--- config.mk ---
export PLATFORM = sky130hd
export DESIGN_NAME = calc_demo_display
export DESIGN_NICKNAME = d
export VERILOG_FILES = /design/src/rtl/calc_demo_display.sv
export SDC_FILE = /design/constraint.sdc
export NUM_CORES = 1
export LEC_CHECK = 0
export ABC_AREA = 1
export BUFFER_PORTS_ARGS = -buffer_cell sky130_fd_sc_hd__clkbuf_2
export CAP_MARGIN = 20
export CORE_MARGIN = 1
export CORE_UTILIZATION = 56
export DETAILED_ROUTE_END_ITERATION = 6
export GPL_ROUTABILITY_DRIVEN = 0
export GPL_TIMING_DRIVEN = 0
export PLACE_DENSITY = 0.89
export SKIP_CTS_REPAIR_TIMING = 1
export SYNTH_ARGS = -nofsm -noshare
export SYNTH_HDL_FRONTEND = slang
export SYNTH_SLANG_ARGS = --single-unit
--- constraint.sdc ---
create_clock -name clk -period 4.84 [get_ports clk]
set_clock_uncertainty 0.2 [all_clocks]
set_input_delay 0.968 -clock clk [delete_from_list [all_inputs] [get_ports clk]]
set_output_delay 0.968 -clock clk [all_outputs]
set_load 0.01 [all_outputs]
--- src/rtl/calc_demo_display.sv ---
// rtl/calc_demo_display.sv - 4-bit add/sub calculator with accumulate, demo counter and 4-digit seven-segment driver
module calc_demo_display #(
    parameter int unsigned DEMO_DIV    = 50_000_000,
    parameter int unsigned REFRESH_DIV = 100_000
) (
    input  logic       clk,
    input  logic       clr,
    input  logic [3:0] A,
    input  logic [3:0] B,
    input  logic       Sub,
    input  logic       RC,
    input  logic       en,
    input  logic       Demo,
    output logic [7:0] sseg,
    output logic [3:0] an
);

    localparam int unsigned DW = (DEMO_DIV > 1) ? $clog2(DEMO_DIV) : 1;
    localparam int unsigned RW = (REFRESH_DIV > 1) ? $clog2(REFRESH_DIV) : 1;
    localparam logic [DW-1:0] DEMO_MAX    = DW'(DEMO_DIV - 1);
    localparam logic [RW-1:0] REFRESH_MAX = RW'(REFRESH_DIV - 1);

    localparam logic [7:0] SEG_BLANK = 8'hFF;
    localparam logic [7:0] SEG_MINUS = 8'hBF;

    // Active-low segment code for one decimal digit (dp kept off)
    function automatic logic [7:0] seg7(input logic [3:0] d);
        logic [7:0] s;
        case (d)
            4'd0:    s = 8'hC0;
            4'd1:    s = 8'hF9;
            4'd2:    s = 8'hA4;
            4'd3:    s = 8'hB0;
            4'd4:    s = 8'h99;
            4'd5:    s = 8'h92;
            4'd6:    s = 8'h82;
            4'd7:    s = 8'hF8;
            4'd8:    s = 8'h80;
            4'd9:    s = 8'h90;
            default: s = SEG_BLANK;
        endcase
        return s;
    endfunction

    logic [DW-1:0] dpre_q, dpre_d;
    logic [7:0]    dcnt_q, dcnt_d;
    logic [RW-1:0] rpre_q, rpre_d;
    logic [1:0]    idx_q,  idx_d;
    logic [7:0]    r_q,    r_d;

    logic [3:0] op_a;
    logic [3:0] op_b;
    logic [7:0] base;
    logic [7:0] addend;

    logic       neg;
    logic [7:0] mag;
    logic       hund;
    logic [7:0] rem;
    logic [3:0] tens;
    logic [3:0] units;
    logic [7:0] dig3, dig2, dig1, dig0;

    // Demo counter: steps once per DEMO_DIV cycles while Demo is on, held cleared otherwise
    always_comb begin
        dpre_d = dpre_q;
        dcnt_d = dcnt_q;
        if (!Demo) begin
            dpre_d = '0;
            dcnt_d = '0;
        end else if (dpre_q == DEMO_MAX) begin
            dpre_d = '0;
            dcnt_d = dcnt_q + 8'd1;
        end else begin
            dpre_d = dpre_q + DW'(1);
        end
    end

    // Operand selection and next result: fresh opA +/- opB, or running R +/- opB
    always_comb begin
        op_a   = Demo ? dcnt_q[7:4] : A;
        op_b   = Demo ? dcnt_q[3:0] : B;
        base   = RC ? r_q : {4'b0000, op_a};
        addend = {4'b0000, op_b};
        r_d    = r_q;
        if (en) begin
            r_d = Sub ? (base - addend) : (base + addend);
        end
    end

    // Refresh prescaler and digit index rotation 0->1->2->3->0
    always_comb begin
        rpre_d = rpre_q + RW'(1);
        idx_d  = idx_q;
        if (rpre_q == REFRESH_MAX) begin
            rpre_d = '0;
            idx_d  = idx_q + 2'd1;
        end
    end

    // All state registers, asynchronously cleared
    always_ff @(posedge clk or posedge clr) begin
        if (clr) begin
            dpre_q <= '0;
            dcnt_q <= '0;
            rpre_q <= '0;
            idx_q  <= '0;
            r_q    <= '0;
        end else begin
            dpre_q <= dpre_d;
            dcnt_q <= dcnt_d;
            rpre_q <= rpre_d;
            idx_q  <= idx_d;
            r_q    <= r_d;
        end
    end

    // Sign + magnitude split of R into hundreds/tens/units; |R| never exceeds 128
    always_comb begin
        neg   = r_q[7];
        mag   = neg ? (8'd0 - r_q) : r_q;
        hund  = (mag >= 8'd100);
        rem   = hund ? (mag - 8'd100) : mag;
        tens  = 4'(rem / 8'd10);
        units = 4'(rem % 8'd10);
        dig3  = neg ? SEG_MINUS : SEG_BLANK;
        dig2  = hund ? seg7(4'd1) : SEG_BLANK;
        dig1  = (hund || (tens != 4'd0)) ? seg7(tens) : SEG_BLANK;
        dig0  = seg7(units);
    end

    // Digit multiplexer: one anode low at a time, segments follow the selected digit
    always_comb begin
        an = ~(4'b0001 << idx_q);
        case (idx_q)
            2'd0:    sseg = dig0;
            2'd1:    sseg = dig1;
            2'd2:    sseg = dig2;
            default: sseg = dig3;
        endcase
    end

endmodule

# After elaboration in Yosys (flattened, before gate mapping)

Memories as Yosys holds them, arrays and structs flattened.
Cells that the tools add are included.

Flip-flop bits (word level): 61
Output and inout bits: 12
Input bits: 14
Bits in read-only memories: 224
Memories kept: 2
Word-level logic and storage cells: 43

Memory list:

| name            | depth | width | read ports | clocked after memory_dff | wr ports | RTL line | source |
|---|---|---|---|---|---|---|---|
| (no name shown) | 16    | 7     | 1          | 0                        | 0        | 29       | `case (d)` |
| (no name shown) | 16    | 7     | 1          | 0                        | 0        | 29       |  |

$lt $le $gt $ge: 1
Reductions and logical operators: 3
Equal/unequal tests: 5
Bitwise logic cells: 1
Div/mod/pow operators: 2
Muxes and demuxes: 15
Add/subtract/negate cells: 8
Shifts and indexed selects: 1

Operators by type and width:

| operator                                             | number |
|---|---|
| 2-to-1 mux 8 bit                                     | 7 |
| 2-to-1 mux 26 bit                                    | 2 |
| adder 26 x 1 -> 26 bit, second input constant        | 1 |
| == test 26 bit, second input constant                | 1 |
| one-hot mux 8 bit (3 select lines)                   | 1 |
| adder 17 x 1 -> 17 bit, second input constant        | 1 |
| == test 17 bit, second input constant                | 1 |
| 2-to-1 mux 17 bit                                    | 1 |
| adder 8 x 1 -> 8 bit, second input constant          | 1 |
| adder 8 x 4 -> 8 bit                                 | 1 |
| divider 8 x 4 -> 8 bit, second input constant        | 1 |
| >= comparator 8 x 7 -> 1 bit, second input constant  | 1 |
| remainder unit 8 x 4 -> 8 bit, second input constant | 1 |
| 2-to-1 mux 4 bit                                     | 2 |
| subtractor 1 x 8 -> 8 bit, first input constant      | 1 |
| subtractor 8 x 4 -> 8 bit                            | 1 |
| subtractor 8 x 7 -> 8 bit, second input constant     | 1 |
| 2-to-1 mux 7 bit                                     | 1 |
| NOT 4 bit                                            | 1 |
| nonzero test 4 bit                                   | 1 |
| left shift 1 x 2 -> 4 bit, first input constant      | 1 |
| 2-to-1 mux 3 bit                                     | 1 |
| adder 2 x 1 -> 2 bit, second input constant          | 1 |
| == test 2 x 1 -> 1 bit, second input constant        | 1 |
| other kinds (4)                                      | 4 |

# Logic depth before layout (Yosys ltp)

Gate-level depths: netlist (run 1).

Depth after elaboration: 9
Mapped depth: 37
Gate-level depth less buffers: 37

# Least setup slack after synthesis (run 1)

No wires, ideal clock.

Path kind: flip-flop to output port
From: register r_q[0]
To: output sseg[0]
Buffers on the path: 0
Cell stages (with the launch flop): 34
Path slack: 0.092 ns
Arrival time: 3.580 ns
Required time: 3.672 ns
Path through: dfrtp_1 > inv_2 > ha_1 > inv_1 > nand3_1 > nand2_2 > ha_1 > nand2_1 > nand4_2 > nand3_4 > nand2_4 > nand2_2 > nand3_2 > nand2_1 > nor2_1 > nor2_2 > nand2_4 > nand2_2 > nand3_2 > nand2_2 > nand2_2 > a21boi_2 > nand2_2 > nand2_4 > nand2_2 > nand2_1 > inv_1 > ha_1 > inv_1 > nand2_2 > o21ai_0 > nand2_1 > nand2_1 > nand3_1

Cells in the longest elaborated chain, start to end: 9
Elaborated cells on any way between the ends: 13
Classes of those cells: add/sub: 2; div: 2; order compare: 1; mux: 4; reduce/logical: 2; memory: 2

RTL lines:

| element                                                                           | RTL line | source |
|---|---|---|
| from (decl)                                                                       | 49       | `logic [7:0] r_q, r_d;` |
| from (signal assigned)                                                            | 114      | `r_q <= r_d;` |
| subtractor 1 x 8 -> 8 bit                                                         | 121      | `mag = neg ? (8'd0 - r_q) : r_q;` |
| 2-to-1 mux 8 bit (*)                                                              | 121      |  |
| parallel branches: the longest is 6 deep, another holds subtractor 8 x 7 -> 8 bit | -        |  |
| one-hot mux 8 bit (3 select lines) (*)                                            | 135      | `case (idx_q)` |
| to (decl)                                                                         | 14       | `output logic [7:0] sseg,` |

Mark *: on every way between the ends.

# Final worst setup path (run 1)

From: register r_q[0]
To: output sseg[4]

The elaborated chain is that of the path after synthesis.

==> run_results.csv, run 1 <==
group,metric,value,unit
floorplanning,io_pins,26,
outcome,violated_checks,"setup timing",
global_routing,grt_util_all_layers,0.250,
run,max_cap_viol_count,0,
worst_setup_path,cp_data_arrival_time,4.46,ns
yosys,number_of_library_cell_types_mapped_by_synthesis,42,
sta,tightestPinTransition,0.676,ns
sta,post-route-min-period,5.62,ns
worst_setup_path,critical_path.max_fanout,6,
routing,finalWirelength,12.1,mm
placement,place_hpwl,7.55,mm
worst_setup_path,max_stage_delay,0.43,ns
outcome,run_status,"finished, violations left",
cells_and_area,seqCellArea,0.00153,mm2
routing,route.antenna.remaining_nets,0,
placement,port_buffers,22,
floorplanning,chipWidth,93.6,um
yosys,ys.warnings.count,0,
sta,rsz_0062_raised_after_global_routing,"true",
global_routing,grt_util_met1,0.295,
clock_tree,htree_levels,3,
clock_tree,cts-root-to-sink-buffers,2,
clock_tree,skew_pair_late_insertion_delay,0.36,ns
yosys,most_frequent_cell_after_synthesis,"sky130_fd_sc_hd__nand2_1",
sta,layout_setup_ws,-0.785,ns
worst_setup_path,path_class,"flop to output port",
clock_tree,clock_tree_root,"sky130_fd_sc_hd__clkbuf_8",
floorplanning,start_util,0.575,
routing,drt_iter0_markers,368,
min_path,hold_class,"flop to flop",
yosys,ys_dominant_reg_cell,"sky130_fd_sc_hd__dfrtp_1",
routing,detail_route.first_pass.iterations,5,
global_routing,globalRoute.busiestLayer,"met2",
cells_and_area,multiInputGateArea,0.00299,mm2
clock_tree,cts.clk_slew.worst_paths,0.08,ns
cells_and_area,fill_cells,589,
sta,worst_slew_margin_rel,0.545,
sta,setup_tns,-5.25,ns
cells_and_area,antenna_cells_inserted,0,
yosys,number_of_synthesized_flops_with_an_enable_pin,0,
yosys,synth-seq-cells,61,
global_routing,global_route_wire_length_before_repair,17.7,mm
sta,final-max-slew-violation-count,0,
global_routing,grt_antenna_before_repair,0,
routing,wl_per_cell,14.6,um
global_routing,grt.met3_usage,0.0488,
global_routing,gr-usage-met2,0.436,
sta,final.period_utilization,1.16,
global_routing,globalRouteOverflowTotal,0,
yosys,syn_nets,710,
worst_setup_path,crit_path_end_kind,"output port",
clock_tree,cts_buffers,9,
cells_and_area,fin_nets,767,
routing,via_per_inst,5.82,
worst_setup_path,crit_path_start_kind,"flop",
floorplanning,core_region_area,0.00818,mm2
routing,remaining_drc_errors,0,
cells_and_area,post_route_cells_drive_above_1_share,0.214,
yosys,yosys-top-cells-area,"sky130_fd_sc_hd__dfrtp_1, sky130_fd_sc_hd__nand2_1, sky130_fd_sc_hd__inv_1",
worst_setup_path,worst_path_max_delay_cell,"sky130_fd_sc_hd__dfrtp_2",
sta,achievable-frequency,178,MHz
cells_and_area,final_util,0.695,
floorplanning,design.die.area,0.00876,mm2
sta,setup_viol,7,
worst_setup_path,crit_required,3.67,ns
yosys,synth_seq_area_share,0.325,
clock_tree,cts.sinks,61,
yosys,synth.top_cells.by_count,"sky130_fd_sc_hd__nand2_1, sky130_fd_sc_hd__inv_1, sky130_fd_sc_hd__nor2_1",
yosys,synth_area_per_cell,7.09,um2
global_routing,via_count_of_the_first_global_routing_pass,4361,
global_routing,grt_start_max_net_pins,37,
yosys,post-synth-top-area-fraction,0.325,
yosys,netlist_area_before_placement,0.00470,mm2
routing,route.vias.total,4829,
sta,final-hold-violation-count,0,
yosys,synth_top_area_cell,"sky130_fd_sc_hd__dfrtp_1",
clock_tree,cts_tree,"built",
floorplanning,placement_rows,33,
cells_and_area,layout-area-overhead-vs-synth,20.9,%
floorplanning,die_boundary_height,93.6,um
yosys,ys_async_sr_fraction,1.00,
yosys,netlist_instances,663,
## worst paths after layout
check,slack (ns),start,end,cells after the start
worst min-delay path,0.26,dpre_q[0],dpre_q[0],1
worst min register to register,0.26,dpre_q[0],dpre_q[0],1
max in group asynchronous,3.41,clr,r_q[7],3
worst max-delay path,-0.78,r_q[0],sseg[4],28
min in group asynchronous,0.45,clr,rpre_q[10],2
worst max register to register,1.44,dcnt_q[1],r_q[7],18
## placed cells by master (no fill, tap or decap), drive strengths merged, types with 3 or more instances in the layout
| cell | instances |
|---|---|
| a211oi | 3 |
| a21oi | 41 |
| a31oi | 4 |
| buf | 31 |
| clkbuf | 35 |
| clkinv | 4 |
| dfrtp | 61 |
| ha | 32 |
| inv | 116 |
| nand2 | 135 |
| nand3 | 48 |
| nand4 | 17 |
| nor2 | 79 |
| nor3 | 16 |
| nor4 | 9 |
| o211ai | 3 |
| o21ai | 60 |
| xor2 | 10 |
## per-layer routing
metal | wire length, um | up-vias
met1 | 4890 | 2274
met5 | 0 | -
met3 | 712 | 62
met2 | 5990 | 216
met4 | 539 | 0
li1 | - | 2277
## through the flow
step           instance area, um2  hold slack [ns]  setup slack [ns]  cells
2_1_floorplan                4700            0.233            0.0916    663
3_3_place_gp                 4940            0.246            -0.372    790
3_5_place_dp                 4960            0.251            -0.525    791
4_1_cts                      5190            0.260            -0.972    807
5_1_grt                      5680            0.282             -1.03    830
6_report                     5680            0.258            -0.785    830
## worst max-delay path: cells and delay by family (launching register included)
family                   cells  cell delay (ns)
flip-flops                   1             0.43
buffers and inverters        8             0.82
AO/OA/AOI/OAI                5             0.87
adder cells (fa/ha/maj)      3             0.51
AND/OR/NAND/NOR             12             1.45
## flip-flops by register name, summed over array words and instances, names as in the netlist
register / cells
rpre_q: 17
r_q: 8
dcnt_q: 8
idx_q: 2
dpre_q: 26
## final cells by class
cell class	instances	share of cell area
clock inverter	5	0.0143
inverter	118	0.0806
clock buffer	11	0.0266
buffer	9	0.00727
tap	105	0.0231
timing repair buffer	46	0.0533
sequential	61	0.269
multi-input combinational	475	0.526
## logic make-up (layout without fill, tap and decap cells)
logic type,Yosys count,after routing,share of synthesized area
and+or+nand+nor,309,309,0.314
other,1,1,0.000798
muxes,1,1,0.00213
adders and majority gates,33,33,0.0894
DFF,61,61,0.325
xor gates and xnor gates,12,12,0.0224
AOI/OAI and AO/OA,119,119,0.144
buffers and inverters,127,189,0.103
Power of run 1 is not shown: default switching activity piles up to over one toggle a cycle in this logic, so the estimate is an artifact.
==> run 2, diff against run 1 <==
CORE_UTILIZATION = 40   (was 56)
GPL_ROUTABILITY_DRIVEN = default   (was 0)
HOLD_SLACK_MARGIN = 0.12   (was default)
PLACE_DENSITY = 0.7   (was 0.89)
==> run_results.csv, run 2 (synthesis gave the netlist of run 1 again) <==
group,metric,value,unit
outcome,run_status,"finished, violations left",
outcome,violated_checks,"setup timing",
clock_tree,htree_levels,3,
min_path,hold_class,"flop to flop",
cells_and_area,layout-area-overhead-vs-synth,23.4,%
min_path,timing.hold.worst.start,"dpre_q[0]",
routing,route.antenna.remaining_nets,0,
worst_setup_path,critPathMostFrequentCell,"sky130_fd_sc_hd__nand2_4",
cells_and_area,multiInputGateArea,0.00301,mm2
sta,setup_viol,7,
clock_tree,skew_pair_late_insertion_delay,0.33,ns
clock_tree,cts-root-to-sink-buffers,2,
global_routing,grt_start_max_net_pins,39,
routing,via_per_inst,5.14,
sta,worst_slew_margin_rel,0.569,
worst_setup_path,critical_path.max_fanout,6,
floorplanning,die_boundary_height,110,um
placement,dpl-instance-area,0.00501,mm2
worst_setup_path,crit_path_end_kind,"output port",
global_routing,grt_util_all_layers,0.169,
floorplanning,placement_rows,39,
floorplanning,design.die.area,0.0122,mm2
clock_tree,cts.clk_slew.worst_paths,0.05,ns
cells_and_area,seqCellArea,0.00153,mm2
worst_setup_path,reg2reg_depth,18,
sta,final-max-slew-violation-count,0,
run,max_cap_viol_count,0,
floorplanning,start_util,0.412,
placement,dp_cells,829,
cells_and_area,regMostFlops,"dpre_q",
sta,rsz_0062_raised_after_global_routing,"true",
clock_tree,clock_tree_root,"sky130_fd_sc_hd__clkbuf_16",
sta,final-hold-violation-count,0,
routing,detail_route.first_pass.iterations,4,
floorplanning,core_region_area,0.0114,mm2
sta,layout_setup_ws,-0.558,ns
cells_and_area,fin_nets,767,
sta,tightestPinTransition,0.641,ns
clock_tree,cts_tree,"built",
routing,drt_iter0_markers,275,
routing,wl_per_cell,12.5,um
clock_tree,cts_buffers,9,
worst_setup_path,cp_data_arrival_time,4.23,ns
worst_setup_path,worst_path_max_delay_cell,"sky130_fd_sc_hd__dfrtp_2",
routing,remaining_drc_errors,0,
sta,post-route-min-period,5.40,ns
global_routing,global_route_wire_length_before_repair,17.4,mm
placement,place_congestion,0.870,
routing,finalWirelength,10.8,mm
cells_and_area,post_route_cells_drive_above_1_share,0.214,
global_routing,via_count_of_the_first_global_routing_pass,4066,
placement,port_buffers,22,
cells_and_area,antenna_cells_inserted,0,
placement,place_hpwl,7.66,mm
floorplanning,io_pins,26,
worst_setup_path,reg2reg_from,"dcnt_q[0]",
sta,setup_tns,-3.71,ns
cells_and_area,largest_register_ff_count,26,
global_routing,grt_antenna_before_repair,0,
sta,achievable-frequency,185,MHz
worst_setup_path,crit_path_start_kind,"flop",
worst_setup_path,crit_required,3.67,ns
worst_setup_path,max_stage_delay,0.40,ns
cells_and_area,layout_top_registers,"dpre_q: 26 flops, rpre_q: 17 flops",
worst_setup_path,regToRegEndpoint,"r_q[7]",
routing,route.vias.total,4458,
min_path,min_to,"dpre_q[0]",
cells_and_area,mostFrequentLayoutCells,"sky130_fd_sc_hd__nand2_1, sky130_fd_sc_hd__inv_1, sky130_fd_sc_hd__nor2_1",
cells_and_area,post-route-cell-area,0.00580,mm2
sta,final.period_utilization,1.12,
worst_setup_path,path_class,"flop to output port",
min_path,holdPathStages,1,
floorplanning,chipWidth,110,um
global_routing,globalRouteOverflowTotal,0,
clock_tree,cts.sinks,61,
cells_and_area,finalNonFillerCells,867,
cells_and_area,fill_cells,1056,
worst_setup_path,timing.reg2reg.setup_slack,1.63,ns
cells_and_area,most_common_cell_after_layout_fill_and_taps_aside,"sky130_fd_sc_hd__nand2_1",
==> run 2: cell count changes in the layout (fill, tap and decap cells not counted), sizes merged <==
cell and delta:
bufinv -2, clkbuf +3, clkinvlp -1, clkinv -1
==> run 2: final cells by class <==
| type | instances | share of cell area |
|---|---|---|
| timing repair buffer | 46 | 0.0522 |
| sequential | 61 | 0.264 |
| clock inverter | 1 | 0.000863 |
| inverter | 118 | 0.0794 |
| tap | 143 | 0.0308 |
| multi-input combinational | 475 | 0.519 |
| clock buffer | 14 | 0.0472 |
| buffer | 9 | 0.00712 |
==> run 2: metrics by stage <==
stage | hold WS, ns | utilization | worst slack (ns)
2_1_floorplan | 0.233 | - | 0.0916
3_3_place_gp | 0.245 | 0.437 | -0.390
3_5_place_dp | 0.260 | 0.439 | -0.568
4_1_cts | 0.266 | 0.463 | -0.947
5_1_grt | 0.285 | 0.508 | -0.838
6_report | 0.260 | 0.508 | -0.558
==> run 2: how the worst max path moves through the flow <==
stage | startpoint | depth (start not counted) | endpoint
3_5_place_dp | r_q[0] | 35 | sseg[0]
5_1_grt | r_q[2] | 33 | sseg[5]
3_3_place_gp | r_q[0] | 34 | sseg[0]
2_1_floorplan | r_q[0] | 33 | sseg[0]
4_1_cts | r_q[0] | 35 | sseg[0]
6_report | r_q[0] | 32 | sseg[5]
==> run 2: per-layer routing <==
layer,share of wire,GRT usage,vias to the layer above
met1,0.45,0.209,2089
li1,-,-,2281
met5,0,0,-
met4,0.022,0.0658,0
met2,0.51,0.295,63
met3,0.023,0.0241,25
==> run 2: critical path, delay by kind of cell (launching register included) <==
family / cells / cell delay (ns)
adders and majority gates: 3 / 0.48
DFF: 1 / 0.40
and+or+nand+nor: 19 / 1.82
AOI/OAI and AO/OA: 3 / 0.54
buffers and inverters: 7 / 0.63
Power of run 2 is left out for the same reason.
==> run 3, diff against run 2 <==
CORE_UTILIZATION = 50   (was 40)
PLACE_DENSITY = 0.82   (was 0.7)
==> run_results.csv, run 3 (synthesis gave the netlist of run 1 again) <==
group,metric,value,unit
worst_setup_path,cp_data_arrival_time,4.30,ns
floorplanning,core_region_area,0.00915,mm2
cells_and_area,final_util,0.614,
clock_tree,cts.clk_slew.worst_paths,0.08,ns
global_routing,grt_antenna_before_repair,0,
min_path,hold_class,"flop to flop",
global_routing,via_count_of_the_first_global_routing_pass,4338,
sta,final.period_utilization,1.13,
cells_and_area,fill_cells,745,
worst_setup_path,crit_required,3.67,ns
cells_and_area,post-route-cell-area,0.00562,mm2
sta,tightestPinTransition,0.606,ns
sta,timing.hold.ws,0.270,ns
routing,route.antenna.remaining_nets,0,
routing,wl_per_cell,13.2,um
placement,place_congestion,0.911,
routing,route.vias.total,4488,
run,max_cap_viol_count,0,
routing,detail_route.first_pass.iterations,4,
routing,drt_iter0_markers,239,
cells_and_area,regMostFlops,"dpre_q",
worst_setup_path,crit_path_start_kind,"flop",
cells_and_area,fin_nets,757,
worst_setup_path,max_stage_delay,0.46,ns
cells_and_area,antenna_cells_inserted,0,
clock_tree,htree_levels,3,
routing,via_per_inst,5.43,
sta,worst_slew_margin_rel,0.592,
sta,layout_setup_ws,-0.624,ns
cells_and_area,largest_register_ff_count,26,
cells_and_area,seqCellArea,0.00153,mm2
outcome,violated_checks,"setup timing",
global_routing,global_route_wire_length_before_repair,17.6,mm
floorplanning,chipWidth,99.0,um
global_routing,grt_util_all_layers,0.219,
floorplanning,start_util,0.514,
clock_tree,cts_tree,"built",
clock_tree,cts_buffers,9,
cells_and_area,mostFrequentLayoutCells,"sky130_fd_sc_hd__nand2_1, sky130_fd_sc_hd__inv_1, sky130_fd_sc_hd__nor2_1",
cells_and_area,layout-area-overhead-vs-synth,19.5,%
cells_and_area,most_common_cell_after_layout_fill_and_taps_aside,"sky130_fd_sc_hd__nand2_1",
sta,rsz_0062_raised_after_global_routing,"true",
global_routing,globalRouteOverflowTotal,0,
sta,final-max-slew-violation-count,0,
sta,achievable-frequency,183,MHz
routing,finalWirelength,10.9,mm
worst_setup_path,crit_path_end_kind,"output port",
clock_tree,skew_pair_late_insertion_delay,0.35,ns
routing,remaining_drc_errors,0,
clock_tree,clock_tree_root,"sky130_fd_sc_hd__clkbuf_8",
placement,dpl-instance-area,0.00497,mm2
placement,place_hpwl,7.56,mm
floorplanning,die_boundary_height,99.0,um
placement,port_buffers,22,
sta,setup_viol,7,
clock_tree,cts-root-to-sink-buffers,2,
outcome,run_status,"finished, violations left",
worst_setup_path,path_class,"flop to output port",
cells_and_area,post_route_cells_drive_above_1_share,0.203,
global_routing,grt_start_max_net_pins,38,
worst_setup_path,critical_path.max_fanout,6,
worst_setup_path,critPathMostFrequentCell,"sky130_fd_sc_hd__nand2_2",
floorplanning,io_pins,26,
floorplanning,design.die.area,0.00979,mm2
cells_and_area,layout_top_registers,"dpre_q: 26 flops, rpre_q: 17 flops",
clock_tree,cts.sinks,61,
sta,final-hold-violation-count,0,
cells_and_area,multiInputGateArea,0.00299,mm2
floorplanning,placement_rows,35,
worst_setup_path,worst_path_max_delay_cell,"sky130_fd_sc_hd__dfrtp_2",
sta,post-route-min-period,5.46,ns
==> run 3: metrics by stage <==
step,setup slack (ns),instances,TNS (ns)
floorplan,0.0916,663,0
global placement,-0.391,796,-2.41
detailed placement,-0.568,797,-3.65
CTS,-0.974,813,-6.45
global route,-0.898,826,-6.01
finish,-0.624,826,-4.23
==> run 3: metal layers <==
layer	GRT usage	wire length, um	vias up
met3	0.0348	333	29
met4	0.107	307	0
met2	0.403	5670	92
met1	0.246	4560	2107
met5	0	0	-
li1	-	-	2260
==> run 3: worst paths after layout <==
kind                       depth (start not counted)  slack, ns         end      start
setup / recovery                                  35      -0.62     sseg[5]     r_q[0]
hold / removal                                     1       0.27   dpre_q[0]  dpre_q[0]
setup reg to reg                                  18       1.58      r_q[7]  dcnt_q[0]
hold reg to reg                                    1       0.27   dpre_q[0]  dpre_q[0]
max in group asynchronous                          3       3.40  dpre_q[18]        clr
min in group asynchronous                          2       0.44      r_q[6]        clr
==> run 3: final cells by class <==
cell class,instances,share of cell area
Tap cell,111,0.0247
Sequential cell,61,0.272
Multi-Input combinational cell,475,0.533
Clock buffer,9,0.0221
Buffer,9,0.00735
Clock inverter,7,0.0176
Timing Repair Buffer,36,0.0412
Inverter,118,0.0820
==> run 3: critical path: cells and delay by family (launching register included) <==
kind,cells,cell delay [ns]
buf+inv,6,0.53
flops,1,0.46
simple gates,24,2.15
fa+ha+maj,2,0.35
compound gates,3,0.43
Power of run 3 is left out for the same reason.
